==> src/rtl/edge_period_classifier.sv <==
// edge_period_classifier: measures rising-edge periods of a pixel bit stream and accumulates clocks per frequency class
// Ports:
//   clock, resetn       system clock, asynchronous active-low reset
//   sample_data         thresholded pixel bit (asynchronous, synchronized here)
//   enable              measurement enable (asynchronous, synchronized here)
//   clear               synchronous active-low clear of accumulators and state
//   f0_value, f1_value  saturating accumulated clocks of periods classified f0 / f1
//   unknown             saturating accumulated clocks of unclassified periods
//   last_period         most recent measured period in clocks
module edge_period_classifier #(
  parameter int FREQUENCY0 = 7500,
  parameter int FREQUENCY1 = 10000,
  parameter int DEVIATION_PERCENT = 10,
  parameter int CLOCK_FREQUENCY = 100000000,
  parameter int COUNTER_WIDTH = 32
) (
  input  logic                     clock,
  input  logic                     resetn,
  input  logic                     sample_data,
  input  logic                     enable,
  input  logic                     clear,
  output logic [COUNTER_WIDTH-1:0] f0_value,
  output logic [COUNTER_WIDTH-1:0] f1_value,
  output logic [COUNTER_WIDTH-1:0] unknown,
  output logic [COUNTER_WIDTH-1:0] last_period
);
  localparam int CW = COUNTER_WIDTH;
  localparam int P0 = CLOCK_FREQUENCY / FREQUENCY0;
  localparam int P1 = CLOCK_FREQUENCY / FREQUENCY1;
  localparam int D0 = P0 * DEVIATION_PERCENT / 100;
  localparam int D1 = P1 * DEVIATION_PERCENT / 100;
  localparam logic [CW-1:0] LO0 = CW'(P0 - D0);
  localparam logic [CW-1:0] HI0 = CW'(P0 + D0);
  localparam logic [CW-1:0] LO1 = CW'(P1 - D1);
  localparam logic [CW-1:0] HI1 = CW'(P1 + D1);
  localparam logic [CW-1:0] TIMEOUT = CW'(2 * ((P0 + D0) > (P1 + D1) ? (P0 + D0) : (P1 + D1)));
  typedef enum logic [1:0] {IDLE, ARM, MEASURE} state_t;
  state_t state_q, state_d;
  logic [1:0] smp_q, en_q;
  logic prev_q;
  logic [CW-1:0] cnt_q, cnt_d, f0_q, f0_d, f1_q, f1_d, unk_q, unk_d, last_q, last_d;
  logic rise, en_s, in0, in1;
  function automatic logic [CW-1:0] sat_add(input logic [CW-1:0] a, input logic [CW-1:0] b);
    logic [CW:0] s;
    s = {1'b0, a} + {1'b0, b};
    return s[CW] ? '1 : s[CW-1:0];
  endfunction
  assign rise = smp_q[1] & ~prev_q;
  assign en_s = en_q[1];
  // f0 is tested first so it wins if the two windows overlap
  assign in0 = cnt_q >= LO0 && cnt_q <= HI0;
  assign in1 = !in0 && cnt_q >= LO1 && cnt_q <= HI1;
  always_comb begin
    state_d = state_q;
    cnt_d = cnt_q;
    f0_d = f0_q;
    f1_d = f1_q;
    unk_d = unk_q;
    last_d = last_q;
    if (!en_s) state_d = IDLE;
    else begin
      case (state_q)
        IDLE: state_d = ARM;
        ARM: if (rise) begin
          cnt_d = 1;
          state_d = MEASURE;
        end
        default: if (rise) begin
          last_d = cnt_q;
          cnt_d = 1;
          f0_d = in0 ? sat_add(f0_q, cnt_q) : f0_q;
          f1_d = in1 ? sat_add(f1_q, cnt_q) : f1_q;
          unk_d = (!in0 && !in1) ? sat_add(unk_q, cnt_q) : unk_q;
        end else if (cnt_q == TIMEOUT) state_d = ARM;
        else cnt_d = cnt_q + 1'b1;
      endcase
    end
    if (!clear) begin
      cnt_d = '0;
      f0_d = '0;
      f1_d = '0;
      unk_d = '0;
      last_d = '0;
      state_d = en_s ? ARM : IDLE;
    end
  end
  always_ff @(posedge clock or negedge resetn) begin
    if (!resetn) begin
      state_q <= IDLE;
      smp_q <= '0;
      en_q <= '0;
      prev_q <= 1'b0;
      cnt_q <= '0;
      f0_q <= '0;
      f1_q <= '0;
      unk_q <= '0;
      last_q <= '0;
    end else begin
      state_q <= state_d;
      smp_q <= {smp_q[0], sample_data};
      en_q <= {en_q[0], enable};
      prev_q <= smp_q[1];
      cnt_q <= cnt_d;
      f0_q <= f0_d;
      f1_q <= f1_d;
      unk_q <= unk_d;
      last_q <= last_d;
    end
  end
  assign f0_value = f0_q;
  assign f1_value = f1_q;
  assign unknown = unk_q;
  assign last_period = last_q;
endmodule
==> config.mk <==
export PLATFORM = sky130hd
export DESIGN_NAME = edge_period_classifier
export DESIGN_NICKNAME = d
export VERILOG_FILES = /design/src/rtl/edge_period_classifier.sv
export SDC_FILE = /design/constraint.sdc
export NUM_CORES = 1
export LEC_CHECK = 0
export ABC_AREA = 1
export ABC_CLOCK_PERIOD_IN_PS = 4550
export BUFFER_PORTS_ARGS = -buffer_cell sky130_fd_sc_hd__buf_4
export CORE_MARGIN = 2
export CORE_UTILIZATION = 50
export DETAILED_ROUTE_END_ITERATION = 12
export HOLD_SLACK_MARGIN = 0.03
export PLACE_DENSITY = 0.65
export SLEW_MARGIN = 20
export SYNTH_ARGS = -nofsm -noshare
export SYNTH_HDL_FRONTEND = slang
export SYNTH_SLANG_ARGS = --single-unit
==> constraint.sdc <==
create_clock -name clock -period 4.55 [get_ports clock]
set_input_delay 0.455 -clock clock [delete_from_list [all_inputs] [get_ports clock]]
set_output_delay 0.455 -clock clock [all_outputs]
set_load 0.005 [all_outputs]
# Yosys cells after proc, flatten, opt, wreduce, memory -nomap -nowiden
# Cells that the tools add are included.
# word_totals
reg_bits	167
in_bits	5
output_inout_bits	128
elab_cells	82
# classes
n_addsub	4
magnitude_cmp	4
n_eq_ne	14
n_mux	35
n_bitwise	2
reduce_logical	14
# ops
cell	count
two-way mux 32 bit	27
adder 32 x 32 -> 33 bit	3
greater-or-equal comparator 32 x 14 -> 1 bit, second input constant	2
<= comparator 32 x 14 -> 1 bit, second input constant	2
case mux 32 bit (2 select lines)	1
adder 32 x 1 -> 32 bit, second input constant	1
equality test 32 x 15 -> 1 bit, second input constant	1
AND reduction 4 bit	4
two-way mux 2 bit	5
!= test 2 x 1 -> 1 bit, second input constant	5
!= test 3 bit, second input constant	2
AND reduction 3 bit	2
!= test 5 x 2 -> 1 bit, second input constant	1
!= test 5 x 3 -> 1 bit, second input constant	1
logical AND 1 bit	4
!= test 2 bit, second input constant	2
!= test 4 bit, second input constant	1
case mux 2 bit (2 select lines)	1
equality test 2 x 1 -> 1 bit, second input constant	1
zero test 1 bit	2
zero test 2 bit	1
OR reduction 2 bit	1
bitwise AND 1 bit	1
two-way mux 1 bit	1
NOT 1 bit	1

# Logic depth before layout (Yosys ltp)
# depth
word_depth	12
mapped_depth	15
mapped_depth_nobuf	15

# Worst setup path after synthesis
# OpenSTA, ideal clock, no wires.
# synth_path
path_kind	reg-to-reg
startpoint	register cnt_q[0]
endpoint	register f0_q[10] (netlist: f0_value[10])
setup_ns	0.116
arrival_time_ns	2.188
required_time_ns	4.434
slack_ns	2.245
path_stages_with_launch	16
n_path_buf	1
period_less_slack_ns	2.305
path_cell_list	dfrtp_1 > ha_1 > fa_1 > nand2_1 > inv_1 > nand2_1 > nand3_1 > nand2_1 > nand2_1 > nand2_1 > nand2_1 > a21oi_2 > buf_2 > nand2_1 > nand2_1 > nand2_1
# synth_via
elab_chain_len	7
elab_cells_between_ends	12
classes_between	add/sub (1); order compare (2); eq/ne (1); mux (6); reduce/logical (2)
# synth_lines
element	line	source
start: declaration	41	logic [CW-1:0] cnt_q, cnt_d, f0_q, f0_d, f1_q, f1_d, unk_q, unk_d, last_q, last_d;
start signal: assignment	103	cnt_q <= cnt_d;
adder 32 x 32 -> 33 bit	45	s = {1'b0, a} + {1'b0, b};
two-way mux 32 bit	46	return s[CW] ? '1 : s[CW-1:0];
two-way mux 32 bit	71	f0_d = in0 ? sat_add(f0_q, cnt_q) : f0_q;
two-way mux 32 bit	68	default: if (rise) begin
two-way mux 32 bit	62	case (state_q)
two-way mux 32 bit	60	if (!en_s) state_d = IDLE;
two-way mux 32 bit	78	if (!clear) begin
end signal: assignment	94	f0_q <= '0;
end signal: assignment	104	f0_q <= f0_d;
end: declaration	41	
# Several ways; a longest one is shown, not always the timed one. The select of a mux whose other input is x is not followed.
# A chain may end at the register's enable or synchronous reset.

# Worst setup path after layout
# layout_path
startpoint	register cnt_q[0]
endpoint	register f0_q[2] (netlist: f0_value[2])
# The elaborated chain is that of the path after synthesis.

==> metrics.yaml <==
critical_path:
  path_max_fanout: 26
  worst_setup_path_end_kind: "flop"
  crit_type: "reg -> reg"
  reg2reg_slack_ns: 1.29
  r2r_end: "f0_value[2]$_DFFE_PN0P_"
  cp_common_cell: "nand2_1"
  critPathLaunchType: "flop"
  slowest_delay_ns: 0.56
  cp.required_ns: 4.91
  timing.rr.start: "cnt_q[0]$_DFFE_PN0P_"
  arrival_ns: 3.62
  rr_worst_depth: 15
  worstPathCellList: "ha_1 > fa_1 > nand2_1 > inv_1 > nand2_1 > nand3_1 > nand2_1 > nand2_1 > nand2_1 > nand2_1 > a21oi_2 > buf_4 > o21ai_0 > nand2_1 > nand2_1"
  critPathSlowestCell: "dfrtp_1"
clocking:
  cts_tree: "done"
  clk_pin_slew_worst_paths_ns: 0.08
  cts_buffers: 17
  cts_sinks: 167
  cts_buffer_depth: 2
  root_buffer: "clkbuf_16"
  post-cts-setup-buffers: 0
  worstSkewPairLatency_ns: 0.47
  htree_levels: 4
floorplan:
  dieArea_sq_um: 32300
  row_count: 64
  die_y_um: 180
  start_util: 0.506
  io_pins: 133
  core_sq_um: 30500
  die_w_um: 180
sta:
  finalHoldViolCount: 0
  relSlewSlack: 0.441
  worst_slew_pin_slew_ns: 0.838
  grt_setup_unrepaired: "no"
  fmax_mhz: 307
  holdWs_ns: 0.0868
  setup_ws_ns: 1.29
  fin_crit_sh: 0.717
  setup_viol: 0
  fin_setup_tns_ns: 0
  min_period_ns: 3.26
  skew_ns: 0.0118
  slew_viol_final: 0
logic_synthesis:
  synth_cell_types: 37
  synth_common_cells: "1,061 x nand2_1, 343 x inv_1, 241 x nand3_1"
  synth_top_flop_cell: "dfrtp_1"
  synth-edff-count: 0
  syn_nets: 2690
  synth_top_area_share: 0.271
  synth.area.top_cells: "dfrtp_1 27%, nand2_1 26%, inv_1 8.3%, ha_1 7.9%, nand3_1 7.8%"
  synth_seq_area_share: 0.271
  synth_area_sq_um: 15400
  avgSynthCellArea_sq_um: 5.98
  ys_seq_elements: 167
  syn_inst: 2584
  yosysMostFrequentCell: "nand2_1"
  synth_warnings: 0
  synth_top_cell_by_area: "dfrtp_1"
  async_reset_ff_frac: 1.00
finish:
  syn_to_final_growth_pct: 11.8
  fillerInstances: 3106
  final_nets: 2788
  multiInputGateArea_sq_um: 9550
  seqCellArea_sq_um: 4180
  layout-drive-gt1-share: 0.0790
  finalNonFillerCells: 3092
drt:
  drt-vias-per-instance: 5.50
  first_iter_violations: 1671
  drc_errors: 0
  wl_per_cell_um: 17.8
  vias: 17000
  drt_wl_total_mm: 55.1
  first_pass_iters: 7
  drtAntennaViolNets: 0
hold_path:
  hold_class: "in -> reg"
  hold_path_startpoint: "enable"
  hold_end: "en_q[0]$_DFF_PN0_"
  hold_path_depth: 1
place:
  place_congestion: 0.999
  pre_cts_slack_ns: 1.39
  port-buffer-count: 132
  dpl.hpwl_mm: 41.2
  place_inst: 3058
power_and_ir_drop:
  power.density_nw_per_um2: 194
  p_leak_nw: 10.1
  ir_drop_uv: 313
run:
  cap_violations: 0
grt:
  grt_start_max_net_pins: 104
  grt_pass1_vias: 15500
  grt_pass1_wl_mm: 86.1
  antenna_found_initial: 1
  gr-total-overflow: 0
  grt_usage: 0.338
status:
  status: "completed"
==> worst max-delay path: cells and delay by family, from the launching register on <==
kind / cells / cell delay [ns]
AO/OA/AOI/OAI: 2 / 0.47
adder cells (fa/ha/maj): 2 / 0.76
buffers and inverters: 2 / 0.44
flip-flops: 1 / 0.56
AND/OR/NAND/NOR: 9 / 0.91
==> cell usage in the layout (no fill, tap or decap), drive strengths merged, types with 55 or more instances in the layout <==
master | synthesis | layout
o21ai | 74 | 74
nor2 | 246 | 246
dfrtp | 167 | 167
nand3 | 243 | 243
nor3 | 55 | 55
ha | 98 | 98
buf | 56 | 146
nand2 | 1070 | 1070
a21oi | 75 | 75
inv | 350 | 357
==> through the flow <==
stage,cell area [sq um],total power [W],utilization
after global routing,17300,0.00346,0.566
after global placement,16700,0.00182,0.546
final,17300,0.00336,0.566
after detailed placement,16700,0.00183,0.546
after floorplan,15400,0.00172,-
after CTS,17300,0.00338,0.566
==> registers in the layout, indices dropped and copies added, names as in the netlist <==
name,count
cnt_q,32
unknown,32
last_period,32
f1_value,32
prev_q,1
state_q,2
smp_q,2
f0_value,32
en_q,2
==> cell families (layout without fill, tap and decap cells) <==
family                     Yosys count  in the layout  synth area share
and+or+nand+nor                   1667           1667             0.442
buffers and inverters              419            530             0.111
AOI/OAI and AO/OA                  179            179            0.0638
DFF                                167            167             0.271
adders and majority gates          101            101            0.0833
xor gates and xnor gates            51             51            0.0289
other                                0              1                 0
==> layer usage <==
layer / part of all wire / up-vias / global-route usage
met5: 0 / - / 0
met4: 0.029 / 0 / 0.0966
met3: 0.083 / 103 / 0.0543
met2: 0.43 / 737 / 0.520
met1: 0.46 / 7855 / 0.491
li1: - / 8311 / -
==> timing repair <==
item / 4_1_cts / 5_1_grt
endpoints found under the hold margin: 9 / 0
resized for setup: 0 / 0
hold buffers: 1 / 0
==> final cells by class <==
class | instances | share of cell area
multi-input combinational | 1998 | 0.553
sequential | 167 | 0.242
inverter | 351 | 0.0763
timing repair buffer | 147 | 0.0650
tap | 396 | 0.0287
clock buffer | 18 | 0.0249
clock inverter | 14 | 0.0101
antenna | 1 | 0.000145
==> worst max path at each step <==
stage | start | endpoint | slack, ns | depth (start not counted)
floorplan | cnt_q[0]$_DFFE_PN0P_ | f0_value[10]$_DFFE_PN0P_ | 2.25 | 15
global placement | cnt_q[0]$_DFFE_PN0P_ | f0_value[2]$_DFFE_PN0P_ | 1.40 | 15
detailed placement | cnt_q[0]$_DFFE_PN0P_ | f0_value[2]$_DFFE_PN0P_ | 1.39 | 15
CTS | cnt_q[0]$_DFFE_PN0P_ | f0_value[2]$_DFFE_PN0P_ | 1.37 | 15
global route | cnt_q[0]$_DFFE_PN0P_ | f1_value[22]$_DFFE_PN0P_ | 1.09 | 13
finish | cnt_q[0]$_DFFE_PN0P_ | f0_value[2]$_DFFE_PN0P_ | 1.29 | 15
==> where the power goes <==
group,leakage [nW],switching [W],internal (W),total [W]
sequential,2.31,0.0000320,0.00150,0.00154
combinational,7.54,0.000190,0.0000740,0.000264
clock,0.292,0.000769,0.000790,0.00156
Note: power is estimated with default switching activity, not from simulation.
